--- src/rtl/serial_parallel_rx.sv ---
// Serial-to-parallel receiver: LSB-first bit stream in, comma-aligned bytes out.
// Alignment is hunted bit-by-bit, then confirmed by LOCK_COUNT aligned commas.
module serial_parallel_rx #(
    parameter logic [7:0] COMMA      = 8'hBC,
    parameter logic [3:0] LOCK_COUNT = 4'd4
) (
    input  logic       CLK,
    input  logic       RESET,
    input  logic       DATA_IN,
    output logic [7:0] DATA_OUT,
    output logic       DATA_VALID,
    output logic       COMMA_DET,
    output logic       LOCKED
);

    typedef enum logic [1:0] {
        ST_SEARCH = 2'd0,
        ST_ALIGN  = 2'd1,
        ST_LOCKED = 2'd2
    } state_t;

    state_t      state_r;
    state_t      next_state_s;
    logic [7:0]  sr_r;
    logic [2:0]  bit_cnt_r;
    logic [2:0]  bit_cnt_s;
    logic [3:0]  comma_cnt_r;
    logic [3:0]  comma_cnt_s;
    logic [7:0]  data_out_r;
    logic [7:0]  data_out_s;
    logic        data_valid_r;
    logic        data_valid_s;
    logic        comma_det_r;
    logic        comma_det_s;
    logic        locked_r;
    logic        locked_s;
    logic [7:0]  word_s;
    logic        match_s;

    function automatic logic is_comma(input logic [7:0] w);
        return (w == COMMA);
    endfunction

    // Candidate word includes the bit being sampled on this edge
    assign word_s  = {DATA_IN, sr_r[7:1]};
    assign match_s = is_comma(word_s);

    // Alignment FSM next-state and output decode
    always_comb begin
        next_state_s = state_r;
        bit_cnt_s    = bit_cnt_r + 3'd1;
        comma_cnt_s  = comma_cnt_r;
        data_out_s   = data_out_r;
        data_valid_s = 1'b0;
        comma_det_s  = 1'b0;
        case (state_r)
            ST_SEARCH: begin
                bit_cnt_s = 3'd0;
                if (match_s) begin
                    comma_cnt_s  = 4'd1;
                    next_state_s = (LOCK_COUNT == 4'd1) ? ST_LOCKED : ST_ALIGN;
                end else begin
                    next_state_s = ST_SEARCH;
                end
            end
            ST_ALIGN: begin
                if (bit_cnt_r == 3'd7) begin
                    if (match_s) begin
                        comma_cnt_s = comma_cnt_r + 4'd1;
                        if ((comma_cnt_r + 4'd1) == LOCK_COUNT) begin
                            next_state_s = ST_LOCKED;
                        end else begin
                            next_state_s = ST_ALIGN;
                        end
                    end else begin
                        // Hunt resumes on the next bit; bit_cnt wraps to 0 anyway
                        comma_cnt_s  = 4'd0;
                        next_state_s = ST_SEARCH;
                    end
                end else begin
                    next_state_s = ST_ALIGN;
                end
            end
            ST_LOCKED: begin
                if (bit_cnt_r == 3'd7) begin
                    data_out_s = word_s;
                    if (match_s) begin
                        comma_det_s = 1'b1;
                    end else begin
                        data_valid_s = 1'b1;
                    end
                end else begin
                    data_out_s = data_out_r;
                end
            end
            default: begin
                next_state_s = ST_SEARCH;
                bit_cnt_s    = 3'd0;
                comma_cnt_s  = 4'd0;
            end
        endcase
        locked_s = (next_state_s == ST_LOCKED);
    end

    // State, datapath and registered outputs
    always_ff @(posedge CLK) begin
        if (RESET) begin
            state_r      <= ST_SEARCH;
            sr_r         <= 8'h00;
            bit_cnt_r    <= 3'd0;
            comma_cnt_r  <= 4'd0;
            data_out_r   <= 8'h00;
            data_valid_r <= 1'b0;
            comma_det_r  <= 1'b0;
            locked_r     <= 1'b0;
        end else begin
            state_r      <= next_state_s;
            sr_r         <= word_s;
            bit_cnt_r    <= bit_cnt_s;
            comma_cnt_r  <= comma_cnt_s;
            data_out_r   <= data_out_s;
            data_valid_r <= data_valid_s;
            comma_det_r  <= comma_det_s;
            locked_r     <= locked_s;
        end
    end

    assign DATA_OUT   = data_out_r;
    assign DATA_VALID = data_valid_r;
    assign COMMA_DET  = comma_det_r;
    assign LOCKED     = locked_r;

endmodule

--- config.mk ---
export PLATFORM = sky130hd
export DESIGN_NAME = serial_parallel_rx
export DESIGN_NICKNAME = d
export VERILOG_FILES = /design/src/rtl/serial_parallel_rx.sv
export SDC_FILE = /design/constraint.sdc
export NUM_CORES = 1
export LEC_CHECK = 0
export ABC_AREA = 1
export CAP_MARGIN = 20
export CORE_ASPECT_RATIO = 0.8
export CORE_MARGIN = 4
export CORE_UTILIZATION = 40
export CTS_CLUSTER_DIAMETER = 150
export CTS_CLUSTER_SIZE = 16
export DETAILED_ROUTE_END_ITERATION = 7
export MAX_ROUTING_LAYER = met4
export PLACE_DENSITY = 0.66
export SETUP_SLACK_MARGIN = 0.4
export SYNTH_ARGS = -nofsm -noshare
export SYNTH_HDL_FRONTEND = slang
export SYNTH_SLANG_ARGS = --single-unit
export TNS_END_PERCENT = 100
--- constraint.sdc ---
create_clock -name CLK -period 3.7 [get_ports CLK]
set_clock_uncertainty 0.05 [all_clocks]
set_input_delay 0.74 -clock CLK [delete_from_list [all_inputs] [get_ports CLK]]
set_output_delay 0.74 -clock CLK [all_outputs]
set_load 0.01 [all_outputs]
== After elaboration in Yosys (flattened, before gate mapping) ==
Cells that the tools add are included.

* Shifts and indexed selects: 0
* Muxes and demuxes: 11
* Reduce and logical (&&, ||, !) cells: 6
* Add/sub/neg operators: 2
* Bitwise logic cells: 3
* Multiply operators: 0
* Eq/ne operators: 8
* Order comparisons: 0
* Div/mod/pow operators: 0

{| class="wikitable"
|+ Operators with widths
! cell !! count
|-
| 2-to-1 mux 4 bit || 3
|-
| one-hot mux 4 bit (3 select lines) || 1
|-
| equality test 8 bit (second input constant) || 1
|-
| 2-to-1 mux 2 bit || 3
|-
| one-hot mux 2 bit (3 select lines) || 1
|-
| adder 4 x 1 -> 4 bit (second input constant) || 1
|-
| equality test 2 bit (second input constant) || 2
|-
| equality test 4 x 3 -> 1 bit (second input constant) || 1
|-
| != test 2 bit (second input constant) || 2
|-
| OR reduction 2 bit || 2
|-
| adder 3 x 1 -> 3 bit (second input constant) || 1
|-
| equality test 3 bit (second input constant) || 1
|-
| 2-to-1 mux 1 bit || 3
|-
| inverter 1 bit || 3
|-
| AND reduction 3 bit || 1
|-
| OR reduction 3 bit || 1
|-
| equality test 2 x 1 -> 1 bit (second input constant) || 1
|-
| logical NOT 2 bit || 1
|-
| AND reduction 2 bit || 1
|}

* Memory bits (read-only): 0
* Input port bits: 3
* Latch bits: 0
* RAM bits: 0
* Memories kept: 0
* Flip-flop bits (word level): 28
* Output and inout port bits: 11
* Logic and storage cells: 38

== Longest topological paths before layout ==
Gate-level depths: netlist (run 1).

* Depth after elaboration: 7
* Gate-level depth with buffers: 11
* Gate-level depth less buffers: 11

== Worst setup path after synthesis (run 1) ==
Ideal clock, no wire load.

* Kind: in2reg
* Start point: in DATA_IN
* End point: reg comma_cnt_r[1]
* Buffers on the path: 0
* Arrival time: 1.410 ns
* Library setup time: 0.118 ns
* Required time: 3.532 ns
* Cell stages on the path: 7
* Path slack: 2.122 ns
* Cells stage by stage: nand2_1 -> nor2_8 -> nand2_4 -> a21oi_4 -> nand2_1 -> o21ai_1 -> nor2_1

* Longest elaborated chain between the ends: 4
* Elaborated cells between the ends (all ways): 6
* Classes of those cells: 2 x eq/ne; 3 x mux; 1 x reduce/logical

{| class="wikitable"
|+ RTL lines
! item !! line !! RTL
|-
| start: declaration || 9 || <nowiki>input logic DATA_IN,</nowiki>
|-
| equality test 8 bit * || 41 || <nowiki>return (w == COMMA);</nowiki>
|-
| 2-to-1 mux 4 bit || 68 || <nowiki>if (match_s) begin</nowiki>
|-
| 2-to-1 mux 4 bit || 67 || <nowiki>if (bit_cnt_r == 3'd7) begin</nowiki>
|-
| one-hot mux 4 bit (3 select lines) || 56 || <nowiki>case (state_r)</nowiki>
|-
| end signal: assignment || 120 || <nowiki>comma_cnt_r <= comma_cnt_s;</nowiki>
|-
| end: declaration || 27 || <nowiki>logic [3:0] comma_cnt_r;</nowiki>
|}

Mark *: on every way between the ends. The rest lies on a longest branch, timed or not. The select of a mux whose other input is x is not followed.
A chain may end at the register's enable or synchronous reset.

== Final worst setup path (run 1) ==
* Start point: reg data_out_r[0] (netlist: DATA_OUT[0])
* End point: out DATA_OUT[0]

{| class="wikitable"
|+ RTL lines
! item !! line !! RTL
|-
| start: declaration || 29 || <nowiki>logic [7:0] data_out_r;</nowiki>
|-
| start signal: assignment || 121 || <nowiki>data_out_r <= data_out_s;</nowiki>
|-
| end: declaration || 10 || <nowiki>output logic [7:0] DATA_OUT,</nowiki>
|}

No word-level cell between the ends.

==> results.py, run 1 <==
metrics = {
    "cells_and_area": {
        "area_delta_synth_final_pct": 16.9,
        "drive_above_1_share_pct": 10.4,
        "final_cell_mix": "27 x dfxtp_1, 23 x nor2_1, 22 x nand2_1",
        "final_common_cell": "dfxtp_1",
        "final_nets": 175,
        "n_antenna_cell": 0,
    },
    "setup_path": {
        "cp_slowest_stage_delay_ns": 0.54,
        "cp_num_cells": 1,
        "crit_required_ns": 2.91,
        "crit_path_end_kind": "primary output",
        "path_cells": "clkdlybuf4s50_1",
        "cp_top_family": "buffers and inverters",
        "critical_path.max_fanout": 2,
        "path_class": "flip-flop to primary output",
        "cp.arrival_ns": 1.15,
        "r2r_cells": 8,
        "cp-start-kind": "flip-flop",
        "crit_path_top_delay_cell": "clkdlybuf4s50_1",
        "critPathBufInv": 1,
    },
    "synth": {
        "ys_ff_latch": 27,
        "yosysTopAreaCellShare_pct": 45.5,
        "yosysUniqueCellTypes": 22,
        "netlist_area_mm2": 0.00119,
        "ys.warnings.count": 0,
        "syn_avg_cell_area_um2": 7.98,
        "yosys.area.top_type": "dfxtp_1",
        "seq_area_frac_synth_pct": 45.5,
        "syn_inst": 149,
        "synth_fp_nets": 160,
        "netlist_top_cells_area": "dfxtp_1 45%, ha_1 8.4%, nor2_1 7.3%",
    },
    "clocking": {
        "cts_buffers": 3,
        "clock_path_buffers": 2,
        "cts_setup_buffers": 0,
        "cts_htree_levels": 1,
        "cts_hold_buf": 0,
        "clk_pin_slew_worst_paths_ns": 0.09,
        "cts_resized": 0,
        "root_buffer": "clkbuf_8",
        "clock_latency_ns": 0.27,
        "cts.sinks": 27,
        "cts_tree": "done",
    },
    "floorplan": {
        "rows": 17,
        "die_x_um": 68.9,
        "pin_count": 14,
        "initial_utilization_pct": 42.3,
        "dieArea_mm2": 0.00391,
        "core-area_mm2": 0.00281,
        "die_y_um": 56.8,
    },
    "route": {
        "drt_first_pass_iters": 4,
        "drt-initial-drc-count": 27,
        "ant_nets": 0,
        "viasPerCell": 4.50,
        "drc": 0,
        "num_vias": 905,
        "wl_per_cell_um": 10.2,
        "routed_wl_um": 2060,
    },
    "grt": {
        "antenna_found_initial": 0,
        "first_global_vias": 841,
        "overflow": 0,
        "grt_pass1_wl_um": 3640,
        "grt_usage_pct": 12.4,
        "grt_max_degree": 18,
    },
    "sta": {
        "finalHoldViolCount": 0,
        "finalSetupViolCount": 0,
        "worst_pin_slew_ns": 0.411,
        "setup_slack_ns": 1.76,
        "min_period_ns": 1.94,
        "relSlewSlack_pct": 72.5,
        "fmax_ghz": 0.515,
        "finalMaxSlewViolations": 0,
        "rsz0062_at_grt": "false",
        "fin_setup_tns_ns": 0,
        "final.period_utilization_pct": 52.4,
    },
    "pwr": {
        "irDropWorstVdd_mv": 0.259,
        "leakage_uw": 0.000606,
        "p_per_area_mw_per_mm2": 334,
    },
    "run": {
        "cap_violations": 0,
    },
    "placement": {
        "gp_congestion": 0.801,
        "port-buffer-count": 13,
        "place_hpwl_um": 1590,
        "dp_worst_setup_slack_ns": 1.54,
    },
    "hold_path": {
        "min-delay-path-class": "flip-flop to flip-flop",
        "min_path_cells": 1,
    },
    "run_status": {
        "status": "completed",
    },
}
through the flow:
step / power (µW) / std cells / util (%) / area [µm²] / hold WS, ns
after floorplan: 308 / 149 / - / 1190 / 0.349
after global placement: 311 / 197 / 47.9 / 1350 / 0.358
after CTS: 474 / 201 / 49.5 / 1390 / 0.377
after global routing: 488 / 201 / 49.5 / 1390 / 0.418
after detailed placement: 311 / 197 / 47.9 / 1350 / 0.364
final: 465 / 201 / 49.5 / 1390 / 0.369
layout make-up:
class,count,area (µm²)
fill,283,1420
clock buffer,4,45.0
sequential,27,541
tap,38,47.5
inverter,25,93.8
multi-input combinational,94,533
timing repair buffer,13,130
flip-flops by register name (all words and copies together), names as in the netlist:
name	flops
COMMA_DET	1
DATA_OUT	8
DATA_VALID	1
LOCKED	1
bit_cnt_r	3
comma_cnt_r	4
sr_r	7
state_r	2
power by group:
| group | internal (µW) | switching (µW) |
|---|---|---|
| clock | 76.9 | 83.4 |
| sequential | 292 | 1.11 |
| combinational | 3.66 | 7.52 |
synthesized netlist by cell type (all sizes together):
library cell  number
o21ai             13
o211ai             1
ha                 8
inv               25
buf                3
nand4              2
dfxtp             27
nand3              4
a21oi             12
nand2             25
nor2              27
nor3               2
worst paths after layout:
| path | from | end | slack, ns |
|---|---|---|---|
| max | DATA_OUT[0]$_SDFFE_PP0P_ | DATA_OUT[0] | 1.76 |
| min reg2reg | bit_cnt_r[0]$_SDFF_PP0_ | bit_cnt_r[0]$_SDFF_PP0_ | 0.37 |
| max reg2reg | state_r[0]$_SDFF_PP0_ | comma_cnt_r[1]$_SDFFE_PP0P_ | 2.25 |
| min | bit_cnt_r[0]$_SDFF_PP0_ | bit_cnt_r[0]$_SDFF_PP0_ | 0.37 |
kinds of logic after synthesis:
family                     synth area share (%)
AOI/OAI and AO/OA                          12.1
adders and majority gates                  8.42
buffers and inverters                      9.68
DFF                                        45.5
and+or+nand+nor                            24.3
layer usage:
layer  up-vias  wire length (µm)  track usage (%)
met3         2                61             4.20
met2        10               933             18.5
met1       399              1050             16.3
met5         -                 0                -
met4         0                10             2.50
li1        494                 -                -
(Power assumes the default switching activity.)
==> run 2, diff against run 1 <==
Clock period 3.7 ns to 1.8 ns, I/O delays scaled along.
==> results.py, run 2 (same netlist as run 1, synthesis figures left out) <==
metrics = {
    "hold_path": {
        "min-delay-path-class": "flip-flop to flip-flop",
    },
    "grt": {
        "grt_usage_pct": 12.8,
        "antenna_found_initial": 0,
        "grt_max_degree": 18,
        "first_global_vias": 858,
        "grt_pass1_wl_um": 3680,
        "overflow": 0,
    },
    "route": {
        "drc": 0,
        "drt_first_pass_iters": 4,
        "wl_per_cell_um": 11.2,
        "num_vias": 953,
        "viasPerCell": 4.65,
        "drt-initial-drc-count": 42,
        "ant_nets": 0,
        "routed_wl_um": 2300,
    },
    "cells_and_area": {
        "final_nets": 179,
        "finish.utilization_pct": 52.8,
        "n_antenna_cell": 0,
        "drive_above_1_share_pct": 21.6,
        "area_delta_synth_final_pct": 24.7,
        "final_cell_mix": "23 x nor2_1, 22 x dfxtp_1, 20 x nand2_1",
        "largest_reg_flops": 8,
        "fin_cells": 205,
        "fin_area_mm2": 0.00148,
        "final_common_cell": "nor2_1",
    },
    "floorplan": {
        "pin_count": 14,
        "dieArea_mm2": 0.00391,
        "die_y_um": 56.8,
        "initial_utilization_pct": 42.3,
        "core-area_mm2": 0.00281,
        "rows": 17,
        "die_x_um": 68.9,
    },
    "pwr": {
        "cellInternalPower_uw": 763,
        "p_sw_uw": 200,
        "p_seq_share_pct": 62.1,
        "combPwrFrac_pct": 2.5,
        "irDropWorstVdd_mv": 0.533,
        "switching_share_pct": 20.8,
        "power_frac_clock_pct": 35.4,
        "p_per_area_mw_per_mm2": 649,
        "leakage_uw": 0.000684,
    },
    "setup_path": {
        "cp.arrival_ns": 1.46,
        "critPathBufInv": 2,
        "reg2reg_slack_ns": 0.47,
        "cp_slowest_stage_delay_ns": 0.37,
        "crit_path_end_kind": "flip-flop",
        "path_class": "flip-flop to flip-flop",
        "crit_required_ns": 1.92,
        "path_cells": "ha_1 -> inv_1 -> nand2_1 -> nand3_1 -> inv_1 -> nand2_2 -> nand2_1 -> a21oi_1 -> nor2_1",
        "crit_path_top_delay_cell": "dfxtp_4",
        "critical_path.max_fanout": 6,
        "cp-start-kind": "flip-flop",
        "cp_top_family": "flip-flops",
    },
    "clocking": {
        "clk_pin_slew_worst_paths_ns": 0.09,
        "cts.sinks": 27,
        "cts_htree_levels": 1,
        "root_buffer": "clkbuf_8",
        "cts_buffers": 3,
        "cts_hold_buf": 0,
        "clock_latency_ns": 0.27,
        "clock_path_buffers": 2,
        "cts_tree": "done",
    },
    "placement": {
        "gp_congestion": 0.828,
        "placed_area_mm2": 0.00135,
        "dpl.cell_count": 198,
        "port-buffer-count": 13,
        "place_hpwl_um": 1600,
    },
    "sta": {
        "finalSetupViolCount": 0,
        "fin_setup_tns_ns": 0,
        "hold_ws_ns": 0.393,
        "rsz0062_at_grt": "false",
        "relSlewSlack_pct": 84.7,
        "worst_pin_slew_ns": 0.230,
        "fmax_ghz": 0.749,
        "finalMaxSlewViolations": 0,
        "finalHoldViolCount": 0,
        "final.period_utilization_pct": 74.2,
        "min_period_ns": 1.33,
    },
    "run_status": {
        "status": "completed",
    },
    "run": {
        "cap_violations": 0,
    },
}
[run 2: worst paths after layout]
check,depth (start not counted),startpoint,end
min,1,bit_cnt_r[0]$_SDFF_PP0_,bit_cnt_r[0]$_SDFF_PP0_
max reg2reg,9,comma_cnt_r[0]$_SDFFE_PP0P_,LOCKED$_SDFF_PP0_
min reg2reg,1,bit_cnt_r[0]$_SDFF_PP0_,bit_cnt_r[0]$_SDFF_PP0_
max,9,comma_cnt_r[0]$_SDFFE_PP0P_,LOCKED$_SDFF_PP0_
[run 2: per-stage QoR]
stage / power, µW / worst slack, ns
floorplan: 633 / 0.485
global placement: 641 / 0.0393
detailed placement: 641 / 0.0151
CTS: 975 / 0.411
global route: 1000 / 0.354
finish: 963 / 0.465
[run 2: timing repair]
item	CTS	global route
pin swaps	3	2
gates resized for setup	16	19
setup buffers	3	0
setup endpoints to repair	17	17
hold endpoints to repair	0	0
[run 2: layout make-up]
| class | instances | area [µm²] |
|---|---|---|
| Sequential cell | 27 | 554 |
| Tap cell | 38 | 47.5 |
| Timing Repair Buffer | 17 | 145 |
| Inverter | 25 | 96.3 |
| Clock buffer | 4 | 45.0 |
| Multi-Input combinational cell | 94 | 594 |
| Fill cell | 278 | 1330 |
[run 2: worst register-to-register path: cells and delay by family, from the launching register on]
family	cells	cell delay [ns]
compound gates	1	0.14
flops	1	0.37
buf+inv	2	0.10
fa+ha+maj	1	0.22
simple gates	5	0.34
[run 2: power by group through the flow]
stage | logic [µW] | clock network, µW | registers, µW
floorplan | 16.9 | 0 | 616
global placement | 24.3 | 0 | 617
detailed placement | 24.5 | 0 | 617
CTS | 24.2 | 348 | 603
global route | 27.4 | 378 | 599
finish | 23.8 | 341 | 598
[run 2: routing by layer]
layer | vias to the layer above | GRT usage, % | part of all wire, %
met5 | - | - | 0
met2 | 10 | 19.3 | 47
met3 | 4 | 4.20 | 3.3
met4 | 0 | 3.89 | 0.87
met1 | 435 | 16.0 | 49
li1 | 504 | - | -
==> run 3, diff against run 2 <==
Settings changed: PLACE_DENSITY 0.66 to 0.69.
Clock period 1.8 ns to 1.18 ns, I/O delays scaled along.
==> results.py, run 3 (same netlist as run 1, synthesis figures left out) <==
metrics = {
    "route": {
        "ant_nets": 0,
        "drt_first_pass_iters": 4,
        "routed_wl_um": 2560,
        "wl_per_cell_um": 11.7,
        "viasPerCell": 4.68,
        "drc": 0,
        "num_vias": 1021,
        "drt-initial-drc-count": 84,
    },
    "grt": {
        "grt_max_degree": 18,
        "first_global_vias": 977,
        "grt_usage_pct": 14.5,
        "overflow": 0,
        "antenna_found_initial": 0,
        "grt_pass1_wl_um": 4200,
    },
    "pwr": {
        "leakage_uw": 0.000751,
        "fin_total_pwr_uw": 1470,
        "switching_share_pct": 20.6,
        "p_seq_share_pct": 61.8,
        "cellInternalPower_uw": 1170,
        "p_per_area_mw_per_mm2": 882,
        "irDropWorstVdd_mv": 0.567,
        "p_sw_uw": 304,
        "power_frac_clock_pct": 35.0,
        "combPwrFrac_pct": 3.3,
    },
    "clocking": {
        "clock_latency_ns": 0.27,
        "cts_tree": "done",
        "root_buffer": "clkbuf_8",
        "clock_path_buffers": 2,
        "clk_pin_slew_worst_paths_ns": 0.08,
        "cts_buffers": 3,
        "cts_hold_buf": 0,
        "cts_htree_levels": 1,
        "cts.sinks": 27,
    },
    "hold_path": {
        "min_from": "bit_cnt_r[0]$_SDFF_PP0_",
        "min_to": "bit_cnt_r[0]$_SDFF_PP0_",
        "min_path_cells": 1,
        "min-delay-path-class": "flip-flop to flip-flop",
    },
    "cells_and_area": {
        "area_delta_synth_final_pct": 40.3,
        "fill_cells": 251,
        "final_nets": 192,
        "n_antenna_cell": 0,
        "fin_area_mm2": 0.00167,
        "largest_reg_flops": 8,
        "final_cell_mix": "23 x nor2_1, 15 x nand2_1, 14 x inv_1",
        "final_common_cell": "nor2_1",
        "drive_above_1_share_pct": 44.4,
    },
    "floorplan": {
        "pin_count": 14,
        "die_x_um": 68.9,
        "core-area_mm2": 0.00281,
        "dieArea_mm2": 0.00391,
        "rows": 17,
        "die_y_um": 56.8,
        "initial_utilization_pct": 42.3,
    },
    "setup_path": {
        "crit_required_ns": 1.29,
        "cp-start-kind": "flip-flop",
        "r2r-start": "bit_cnt_r[0]$_SDFF_PP0_",
        "path_cells": "ha_4 -> ha_4 -> nor2_1 -> a21oi_1 -> nand2_1 -> inv_1 -> a21oi_1 -> nor2_1",
        "path_class": "flip-flop to flip-flop",
        "critPathBufInv": 1,
        "cp_slowest_stage_delay_ns": 0.34,
        "r2r_cells": 8,
        "crit_path_top_delay_cell": "dfxtp_2",
        "worstReg2RegEnd": "LOCKED$_SDFF_PP0_",
        "cp_top_family": "flip-flops",
        "reg2reg_slack_ns": -0.10,
        "cp.arrival_ns": 1.40,
        "crit_path_end_kind": "flip-flop",
        "critical_path.max_fanout": 5,
    },
    "sta": {
        "hold_ws_ns": 0.375,
        "min_period_ns": 1.28,
        "finalHoldViolCount": 0,
        "relSlewSlack_pct": 83.0,
        "fmax_ghz": 0.781,
        "finalSetupViolCount": 12,
        "final.period_utilization_pct": 109,
        "finalMaxSlewViolations": 0,
        "fin_setup_tns_ns": -0.736,
        "rsz0062_at_grt": "true",
        "worst_pin_slew_ns": 0.255,
        "setup_slack_ns": -0.101,
    },
    "placement": {
        "port-buffer-count": 13,
        "dp_worst_setup_slack_ns": -0.456,
        "placed_area_mm2": 0.00148,
        "place_hpwl_um": 1740,
        "gp_congestion": 0.812,
    },
    "run_status": {
        "status": "complete, but fails checks",
        "failed_checks": "negative setup slack",
    },
    "run": {
        "cap_violations": 0,
    },
}
[run 3: cell type report]
| class | count | area [µm²] | share of cell area [%] |
|---|---|---|---|
| Sequential cell | 27 | 568 | 34.1 |
| Clock buffer | 4 | 45.0 | 2.70 |
| Tap cell | 38 | 47.5 | 2.85 |
| Multi-Input combinational cell | 94 | 642 | 38.5 |
| Timing Repair inverter | 2 | 12.5 | 0.750 |
| Inverter | 25 | 109 | 6.53 |
| Timing Repair Buffer | 28 | 244 | 14.6 |
[run 3: repair_timing]
item / CTS / global route
pin swaps: 6 / 5
resized for setup: 70 / 24
setup buffers: 3 / 1
endpoints found under the setup margin: 38 / 38
cloned: 0 / 2
[run 3: worst max-delay path by stage]
stage / slack [ns] / startpoint / end / depth (start not counted)
floorplan: -0.02 / state_r[0]$_SDFF_PP0_ / comma_cnt_r[1]$_SDFFE_PP0P_ / 8
global placement: -0.43 / DATA_IN / comma_cnt_r[2]$_SDFFE_PP0P_ / 8
detailed placement: -0.46 / DATA_IN / LOCKED$_SDFF_PP0_ / 9
CTS: -0.09 / state_r[1]$_SDFF_PP0_ / comma_cnt_r[3]$_SDFFE_PP0P_ / 8
global route: -0.17 / sr_r[7]$_SDFF_PP0_ / LOCKED$_SDFF_PP0_ / 9
finish: -0.10 / bit_cnt_r[0]$_SDFF_PP0_ / LOCKED$_SDFF_PP0_ / 8
[run 3: per-stage QoR]
stage | utilization [%] | instances
detailed placement | 52.9 | 208
finish | 59.4 | 218
floorplan | - | 149
CTS | 56.9 | 215
global route | 59.4 | 218
global placement | 52.9 | 208
[run 3: worst reg2reg max path, stage by stage, from the launching register on]
cell and delay [ns]:
dfxtp_2 0.34, ha_4 0.16, ha_4 0.18, nor2_1 0.10, a21oi_1 0.05, nand2_1 0.08
inv_1 0.04, a21oi_1 0.14, nor2_1 0.06
[run 3: per-layer routing]
metal  GRT usage, %  part of all wire, %  up-vias
met2           23.1                   48       16
met3           4.80                  4.0        6
met1           17.4                   47      464
met5              -                    0        -
met4           3.61                  1.2        0
li1               -                    -      535
[run 3: power by group through the flow]
stage | Combinational (µW) | Clock (µW) | Sequential, µW
after floorplan | 25.8 | 0 | 940
after global placement | 46.0 | 0 | 940
after detailed placement | 45.7 | 0 | 940
after CTS | 45.5 | 534 | 914
after global routing | 52.5 | 582 | 910
final | 48.1 | 515 | 909
